[config.mk]
export PLATFORM = sky130hd
export DESIGN_NAME = tdm_demux
export DESIGN_NICKNAME = d
export VERILOG_FILES = /design/src/rtl/tdm_demux.sv
export SDC_FILE = /design/constraint.sdc
export NUM_CORES = 1
export LEC_CHECK = 0
export BUFFER_PORTS_ARGS = -buffer_cell sky130_fd_sc_hd__buf_2
export CORE_UTILIZATION = 40
export DETAILED_ROUTE_END_ITERATION = 10
export GPL_TIMING_DRIVEN = 0
export PLACE_DENSITY = 0.68
export SLEW_MARGIN = 5
export SYNTH_ARGS = -nofsm -noshare
export SYNTH_HDL_FRONTEND = slang
export SYNTH_SLANG_ARGS = --single-unit
export TNS_END_PERCENT = 100
[constraint.sdc]
create_clock -name clk -period 5.69 [get_ports clk]
set_clock_uncertainty 0.05 [all_clocks]
set_input_delay 0.569 -clock clk [delete_from_list [all_inputs] [get_ports clk]]
set_output_delay 0.569 -clock clk [all_outputs]
set_load 0.01 [all_outputs]
[src/rtl/tdm_demux.sv]
// Serial 4-slot TDM demultiplexer with sync-marker framing and lock detection.
// A frame is four enabled cycles; slot 0 carries the sync marker. Once enough
// consecutive correctly placed markers have been seen, completed frames are
// presented on X with a one-cycle valid pulse.
module tdm_demux #(
  parameter int unsigned LOCK_FRAMES = 2
) (
  input  logic       clk,
  input  logic       reset,
  input  logic       G,
  input  logic       sync,
  input  logic       din,
  output logic [1:0] C,
  output logic [3:0] X,
  output logic       valid,
  output logic       locked,
  output logic       sync_err
);

  typedef enum logic [1:0] {StHunt, StCheck, StLocked} state_e;

  localparam logic [3:0] LockCnt = 4'(LOCK_FRAMES);

  state_e     state_q, state_d;
  logic [1:0] c_q, c_d;
  logic [3:0] x_q, x_d;
  // Slots 0..2 of the frame in flight; slot 3 goes straight into X.
  logic [2:0] shadow_q, shadow_d;
  logic [3:0] good_cnt_q, good_cnt_d;
  logic       valid_q, valid_d;
  logic       sync_err_q, sync_err_d;
  logic       locked_q, locked_d;
  logic       violation;

  // Next-state, framing check and frame assembly.
  always_comb begin
    state_d    = state_q;
    c_d        = c_q;
    x_d        = x_q;
    shadow_d   = shadow_q;
    good_cnt_d = good_cnt_q;
    valid_d    = 1'b0;
    sync_err_d = 1'b0;
    violation  = 1'b0;

    if (!G) begin
      unique case (state_q)
        StHunt: begin
          if (sync) begin
            shadow_d[0] = din;
            c_d         = 2'd1;
            good_cnt_d  = 4'd1;
            state_d     = (LockCnt == 4'd1) ? StLocked : StCheck;
          end
        end
        StCheck, StLocked: begin
          // Marker must be present exactly in slot 0.
          violation = (sync != (c_q == 2'd0));
          if (violation) begin
            sync_err_d = 1'b1;
            state_d    = StHunt;
            c_d        = 2'd0;
            good_cnt_d = 4'd0;
          end else begin
            unique case (c_q)
              2'd0:    shadow_d[0] = din;
              2'd1:    shadow_d[1] = din;
              2'd2:    shadow_d[2] = din;
              default: ;
            endcase
            c_d = c_q + 2'd1;
            if (state_q == StCheck && c_q == 2'd0) begin
              if (good_cnt_q < LockCnt) good_cnt_d = good_cnt_q + 4'd1;
              if (good_cnt_d == LockCnt) state_d = StLocked;
            end
            if (state_q == StLocked && c_q == 2'd3) begin
              x_d     = {din, shadow_q};
              valid_d = 1'b1;
            end
          end
        end
        default: begin
          state_d = StHunt;
          c_d     = 2'd0;
        end
      endcase
    end
  end

  // locked is registered alongside the state so every output comes from a flop.
  always_comb begin
    locked_d = (state_d == StLocked);
  end

  // State registers with synchronous reset dominating every other input.
  always_ff @(posedge clk) begin
    if (reset) begin
      state_q    <= StHunt;
      c_q        <= 2'd0;
      x_q        <= 4'd0;
      shadow_q   <= 3'd0;
      good_cnt_q <= 4'd0;
      valid_q    <= 1'b0;
      sync_err_q <= 1'b0;
      locked_q   <= 1'b0;
    end else begin
      state_q    <= state_d;
      c_q        <= c_d;
      x_q        <= x_d;
      shadow_q   <= shadow_d;
      good_cnt_q <= good_cnt_d;
      valid_q    <= valid_d;
      sync_err_q <= sync_err_d;
      locked_q   <= locked_d;
    end
  end

  assign C        = c_q;
  assign X        = x_q;
  assign valid    = valid_q;
  assign locked   = locked_q;
  assign sync_err = sync_err_q;

endmodule

==> results of run 1 <==
## cell type report
type                            count  area [um^2]  area share (%)
Clock buffer                        4         36.3            3.33
Buffer                              3         13.8            1.26
Inverter                            7         26.3            2.41
Multi-Input combinational cell     73          554            50.8
Sequential cell                    18          360            33.0
Timing Repair Buffer               13         65.1            5.96
Tap cell                           28         35.0            3.21
## metal layers
layer	wire, um	GRT usage [%]	vias up
li1	-	-	390
met1	876	17.6	364
met2	882	27.6	15
met3	67	5.65	2
met4	12	5.09	0
met5	0	0	-
## cell families (layout without fill, tap and decap cells)
logic type      count (synthesis)  count (layout)  share of synthesized area (%)
flops                          18              18                           37.7
fa+ha+maj                       9               9                           11.8
simple gates                   36              36                           21.5
buf+inv                        10              27                           4.19
compound gates                 18              18                           13.6
xor+xnor                        2               2                           2.62
mux                             8               8                           8.52
## layout by cell type, fill, tap and decap left out, types with 2 or more instances in the layout
| master | instances |
|---|---|
| a21oi_1 | 4 |
| a41oi_1 | 2 |
| and2_1 | 4 |
| buf_2 | 15 |
| clkbuf_4 | 3 |
| dfxtp_1 | 18 |
| ha_1 | 9 |
| inv_1 | 7 |
| mux2i_1 | 7 |
| nand2_1 | 3 |
| nand3_1 | 3 |
| nor2_1 | 10 |
| nor2b_1 | 6 |
| nor4bb_1 | 2 |
| o21ai_1 | 2 |
## worst min path at each step
stage / cells past startpoint / slack (ns) / start / to
2_1_floorplan: 2 / 0.41 / shadow_q[0]$_SDFFE_PP0P_ / shadow_q[0]$_SDFFE_PP0P_
3_3_place_gp: 2 / 0.42 / X[2]$_SDFFE_PP0P_ / X[2]$_SDFFE_PP0P_
3_5_place_dp: 2 / 0.43 / shadow_q[2]$_SDFFE_PP0P_ / X[2]$_SDFFE_PP0P_
4_1_cts: 2 / 0.43 / reset / good_cnt_q[0]$_SDFFE_PP0P_
5_1_grt: 2 / 0.43 / reset / good_cnt_q[0]$_SDFFE_PP0P_
6_report: 2 / 0.45 / reset / good_cnt_q[0]$_SDFFE_PP0P_
## synth_stat cells, types with 2 or more instances
master    count
nand3_1       3
inv_1         7
nand2_1       3
mux2i_1       7
nor2_1       10
nor4bb_1      2
a21oi_1       4
buf_2         2
and2_1        4
dfxtp_1      18
o21ai_1       2
ha_1          9
nor2b_1       6
a41oi_1       2
## critical path, stage by stage, from the launching register on
cell and delay (ns):
dfxtp_1 0.43, inv_1 0.11, ha_1 0.28, buf_2 0.19, nor2b_1 0.31, and4_1 0.22
buf_2 0.18, mux2i_1 0.20, nor2_1 0.05
## power by group through the flow
stage	clock (mW)	sequential, mW	combinational (mW)
after global routing	0.0863	0.132	0.0382
after detailed placement	0	0.134	0.0341
final	0.0777	0.132	0.0345
after CTS	0.0796	0.132	0.0344
after floorplan	0	0.134	0.0251
after global placement	0	0.134	0.0339
## state kept, by name, indices dropped and copies added (netlist names)
| register | count |
|---|---|
| X | 4 |
| good_cnt_q | 4 |
| shadow_q | 3 |
| C | 2 |
| state_q | 2 |
| locked | 1 |
| sync_err | 1 |
| valid | 1 |
## metrics by stage
step	setup slack, ns	std cells	cell area [um^2]	power (mW)	utilization, %
global placement	3.61	142	1050	0.168	47.2
CTS	3.56	146	1090	0.246	48.9
global route	3.39	146	1090	0.257	48.9
detailed placement	3.62	142	1050	0.169	47.2
finish	3.54	146	1090	0.244	48.9
floorplan	3.82	101	955	0.159	-
==> results_dict.tcl, run 1 <==
set metrics [dict create \
    cts-resized-gates 0 \
    hold_violations 0 \
    detail_route.wl_per_cell_um 12.6 \
    async_reset_ff_share_pct 0 \
    reg2reg_depth 8 \
    yosysTopAreaCell "dfxtp_1" \
    vias_per_cell 5.28 \
    postSynthAreaPerCell_um2 9.45 \
    clkSinkCount 18 \
    cts_made_buffers 3 \
    swShare_pct 25.2 \
    dp_hpwl_um 1360 \
    crit_arrival_ns 2.27 \
    status "complete, no violations" \
    ctsHoldBuffers 0 \
    root_buffer "clkbuf_4" \
    syn_nets 115 \
    path_class "reg2reg" \
    antenna_found_initial 0 \
    htreeDepth 1 \
    pwr-share-seq_pct 54.0 \
    overflow 0 \
    drtAntennaViolNets 0 \
    rsz0062_at_grt "false" \
    die_width_um 50.9 \
    yosysWarnings 0 \
    combPwrFrac_pct 14.2 \
    fin_crit_sh_pct 37.7 \
    grt_max_degree 11 \
    core_area_um2 2230 \
    dieHeight_um 50.9 \
    power_density_nw_per_um2 224 \
    fin_tns_setup_ns 0 \
    cell_internal_pwr_mw 0.182 \
    critPathRequiredTime_ns 5.82 \
    drc 0 \
    portBuffers 13 \
    clkPwrFrac_pct 31.9 \
    vdd_ir_drop_max_v 0.000177 \
    drive_above_1_share_pct 18.6 \
    initial_core_util_pct 42.7 \
    insertedDiodeCount 0 \
    synth_edf_count 0 \
    worst_setup_path_end_kind "register" \
    max_cap_violations 0 \
    cts_tree "yes" \
    min_period_ns 2.15 \
    netlist_area_um2 955 \
    finalSetupViolations 0 \
    relSlewSlack_pct 70.9 \
    cp-endpoint "X[1]$_SDFFE_PP0P_" \
    syn_to_final_growth_pct 14.3 \
    rrSetupSlack_ns 3.54 \
    clk_latency_ns 0.29 \
    hold_path_class "in2reg" \
    r2r-start "state_q[0]$_SDFF_PP0_" \
    die_area_um2 2590 \
    ctsLongestPathBuffers 2 \
    fmax_mhz 466 \
    wirelength_um 1840 \
    synth-seq-area-share_pct 37.7 \
    synth_ff_type "dfxtp_1" \
    track_usage_pct 15.7 \
    rows 17 \
    grt_first_pass_wirelength_um 3020 \
    grt_pass1_vias 718 \
    critPathLaunch "state_q[0]$_SDFF_PP0_" \
    drv_slew 0 \
    ys_types 36 \
    io_pins 14 \
    p_sw_mw 0.0615 \
    r2r-end "X[1]$_SDFFE_PP0P_" \
    synth_top_cell_area_share_pct 37.7 \
    synth_seq_cells 18 \
    cts_setup_buffers 0 \
    gp_congestion 0.730 \
    total_leakage_power_nw 0.488 \
    worstSetupStartpointType "register" \
    clk_pin_slew_ns 0.10 \
    drt_pre_antenna_iters 4 \
    netlist_instances 101 \
    drt_iter0_drc 8 \
    vias 771 \
    fill_cells 225 \
    synth_area_leaders "dfxtp_1 (38%), ha_1 (12%), mux2i_1 (7.3%), nor2_1 (3.9%), nor2b_1 (3.9%)" \
    hold_ws_ns 0.445 \
    crit_fanout 10 \
    max_slew.worst_pin.slew_ns 0.430 \
    nets 133 \
]
Note: power is estimated with default switching activity, not from simulation.
==> inputs of run 2 (changes only) <==
--- a/config.mk
+++ b/config.mk
@@ -5,11 +5,12 @@
 export SDC_FILE = /design/constraint.sdc
 export NUM_CORES = 1
 export LEC_CHECK = 0
+export ABC_AREA = 1
 export BUFFER_PORTS_ARGS = -buffer_cell sky130_fd_sc_hd__buf_2
 export CORE_UTILIZATION = 40
 export DETAILED_ROUTE_END_ITERATION = 10
 export GPL_TIMING_DRIVEN = 0
-export PLACE_DENSITY = 0.68
+export PLACE_DENSITY = 0.71
 export SLEW_MARGIN = 5
 export SYNTH_ARGS = -nofsm -noshare
 export SYNTH_HDL_FRONTEND = slang
==> constraint.sdc (replaced) <==
create_clock -name clk -period 1.9 [get_ports clk]
set_clock_uncertainty 0.05 [all_clocks]
set_input_delay 0.19 -clock clk [delete_from_list [all_inputs] [get_ports clk]]
set_output_delay 0.19 -clock clk [all_outputs]
set_load 0.01 [all_outputs]
==> run 2 against run 1 <==
  * Synthesized area shrank 0.39%
  * Sequential power grew to 3.0 times the previous value
  * Non-clock buffer count shrank 3
  * Critical path depth grew 4
  * Critical path type unchanged
  * Combinational power grew to 3.0 times the previous value
==> results_dict.tcl, run 2 <==
set metrics [dict create \
    netlist_instances 129 \
    clk_latency_ns 0.30 \
    grt_max_degree 11 \
    initial_core_util_pct 42.6 \
    worstSetupStartpointType "register" \
    root_buffer "clkbuf_4" \
    antenna_found_initial 0 \
    vias 835 \
    dieHeight_um 50.8 \
    synth_area_leaders "dfxtp_1 (38%), ha_1 (12%), inv_1 (8.3%), nand2_1 (8.3%), o21ai_0 (6.3%)" \
    grt_pass1_vias 725 \
    max_slew.worst_pin.slew_ns 0.329 \
    vdd_ir_drop_max_v 0.000536 \
    clk_pin_slew_ns 0.11 \
    async_reset_ff_share_pct 0 \
    pwr-share-seq_pct 53.3 \
    dp.cells 170 \
    finalSetupViolations 0 \
    ys_types 20 \
    clkPwrFrac_pct 32.6 \
    combPwrFrac_pct 14.2 \
    wirelength_um 1690 \
    postSynthAreaPerCell_um2 7.37 \
    clkSinkCount 18 \
    min_period_ns 1.73 \
    htreeDepth 1 \
    fin_tns_setup_ns 0 \
    rsz0062_at_grt "false" \
    ctsLongestPathBuffers 2 \
    worstHoldStart "reset" \
    final_core_util_pct 48.7 \
    synth_seq_cells 18 \
    grt_first_pass_wirelength_um 2880 \
    die_area_um2 2580 \
    total_leakage_power_nw 0.537 \
    critPathRequiredTime_ns 2.06 \
    critPathLaunch "C[0]$_SDFFE_PP0P_" \
    drt_iter0_drc 5 \
    core_area_um2 2230 \
    syn_nets 143 \
    track_usage_pct 15.3 \
    synth-seq-area-share_pct 37.9 \
    yosys-top-cells-count "inv_1 (21), nand2_1 (21), dfxtp_1 (18), nor2_1 (13), o21ai_0 (12)" \
    relSlewSlack_pct 77.8 \
    cell_internal_pwr_mw 0.541 \
    hold_violations 0 \
    netlist_area_um2 951 \
    nets 161 \
    drc 0 \
    yosysTopAreaCell "dfxtp_1" \
    synth_top_cell_area_share_pct 37.9 \
    synth_edf_count 0 \
    power_density_nw_per_um2 682 \
    path_class "reg2reg" \
    swShare_pct 27.2 \
    yosysWarnings 0 \
    rows 17 \
    io_pins 14 \
    syn_to_final_growth_pct 14.5 \
    status "complete, no violations" \
    crit_fanout 6 \
    fmax_mhz 579 \
    gp_congestion 0.776 \
    drv_slew 0 \
    detail_route.wl_per_cell_um 9.72 \
    insertedDiodeCount 0 \
    dp_hpwl_um 1390 \
    stdcell_count 174 \
    drt_pre_antenna_iters 4 \
    hold_path_class "in2reg" \
    p_sw_mw 0.202 \
    drtAntennaViolNets 0 \
    worst_setup_path_end_kind "register" \
    overflow 0 \
    drive_above_1_share_pct 21.9 \
    portBuffers 13 \
    fin_crit_sh_pct 90.8 \
    ctsHoldBuffers 0 \
    cts_tree "yes" \
    synth_ff_type "dfxtp_1" \
    cts_made_buffers 3 \
    hold_ws_ns 0.0574 \
    r2r-start "C[0]$_SDFFE_PP0P_" \
    fill_cells 232 \
    vias_per_cell 4.80 \
    final_cell_mix "inv_1 (21), nand2_1 (21), dfxtp_1 (17)" \
    max_cap_violations 0 \
    die_width_um 50.8 \
    crit_arrival_ns 1.89 \
    cts_setup_buffers 0 \
]
## run 2: cell count changes after synthesis, sizes merged, moves of 6 or more
cell / change
nand2: +19
nor2b: -6
mux2i: -7
nor2: +7
a21oi: +6
o21ai: +12
inv: +18
## run 2: final cells by class
type	count	area, um^2	share of cell area (%)
Tap cell	28	35.0	3.22
Inverter	26	97.6	8.97
Multi-Input combinational cell	85	493	45.3
Clock buffer	4	36.3	3.33
Sequential cell	18	362	33.2
Timing Repair Buffer	13	65.1	5.98
## run 2: cells by family after synthesis
group | Yosys count | synth area share (%)
AO/OA/AOI/OAI | 27 | 16.1
flip-flops | 18 | 37.9
adder cells (fa/ha/maj) | 9 | 11.8
buffers and inverters | 26 | 10.3
AND/OR/NAND/NOR | 49 | 23.9
## run 2: critical path, cell delays in order, from the launching register on
cell,delay (ns)
dfxtp_1,0.43
inv_1,0.11
ha_1,0.23
nor2_1,0.18
nor2_4,0.08
nor2_4,0.14
inv_2,0.06
nor2_2,0.07
nand2_1,0.05
nand2_1,0.07
nand2_2,0.06
nand2_1,0.06
nor2_1,0.04
## run 2: stage by stage
| step | setup slack (ns) | power, mW | cell area (um^2) |
|---|---|---|---|
| final | 0.174 | 0.743 | 1090 |
| after global routing | 0.0104 | 0.779 | 1090 |
| after CTS | 0.150 | 0.754 | 1090 |
| after detailed placement | 0.178 | 0.510 | 1050 |
| after global placement | 0.209 | 0.507 | 1050 |
| after floorplan | 0.282 | 0.482 | 951 |
## run 2: per-layer routing
layer / part of all wire, % / vias up / GRT usage, %
li1: - / 443 / -
met1: 47 / 367 / 17.0
met2: 46 / 18 / 25.8
met3: 4.3 / 7 / 5.45
met4: 2.7 / 0 / 6.94
met5: 0 / - / 0
## run 2: what timing repair did
action                     4_1_cts  5_1_grt
gates resized for setup          0        1
setup endpoints to repair        0        2
hold endpoints to repair         0        0
## run 2: worst paths after layout
kind / endpoint / slack, ns / cells after the start
worst max register to register: locked$_SDFF_PP0_ / 0.17 / 12
worst min-delay path: state_q[0]$_SDFF_PP0_ / 0.06 / 2
worst min register to register: X[1]$_SDFFE_PP0P_ / 0.42 / 2
worst max-delay path: locked$_SDFF_PP0_ / 0.17 / 12
## run 2: power groups by stage
stage / sequential [mW] / combinational, mW / clock [mW]
floorplan: 0.404 / 0.0776 / 0
global placement: 0.403 / 0.103 / 0
detailed placement: 0.404 / 0.106 / 0
CTS: 0.396 / 0.106 / 0.252
global route: 0.398 / 0.120 / 0.262
finish: 0.396 / 0.105 / 0.242
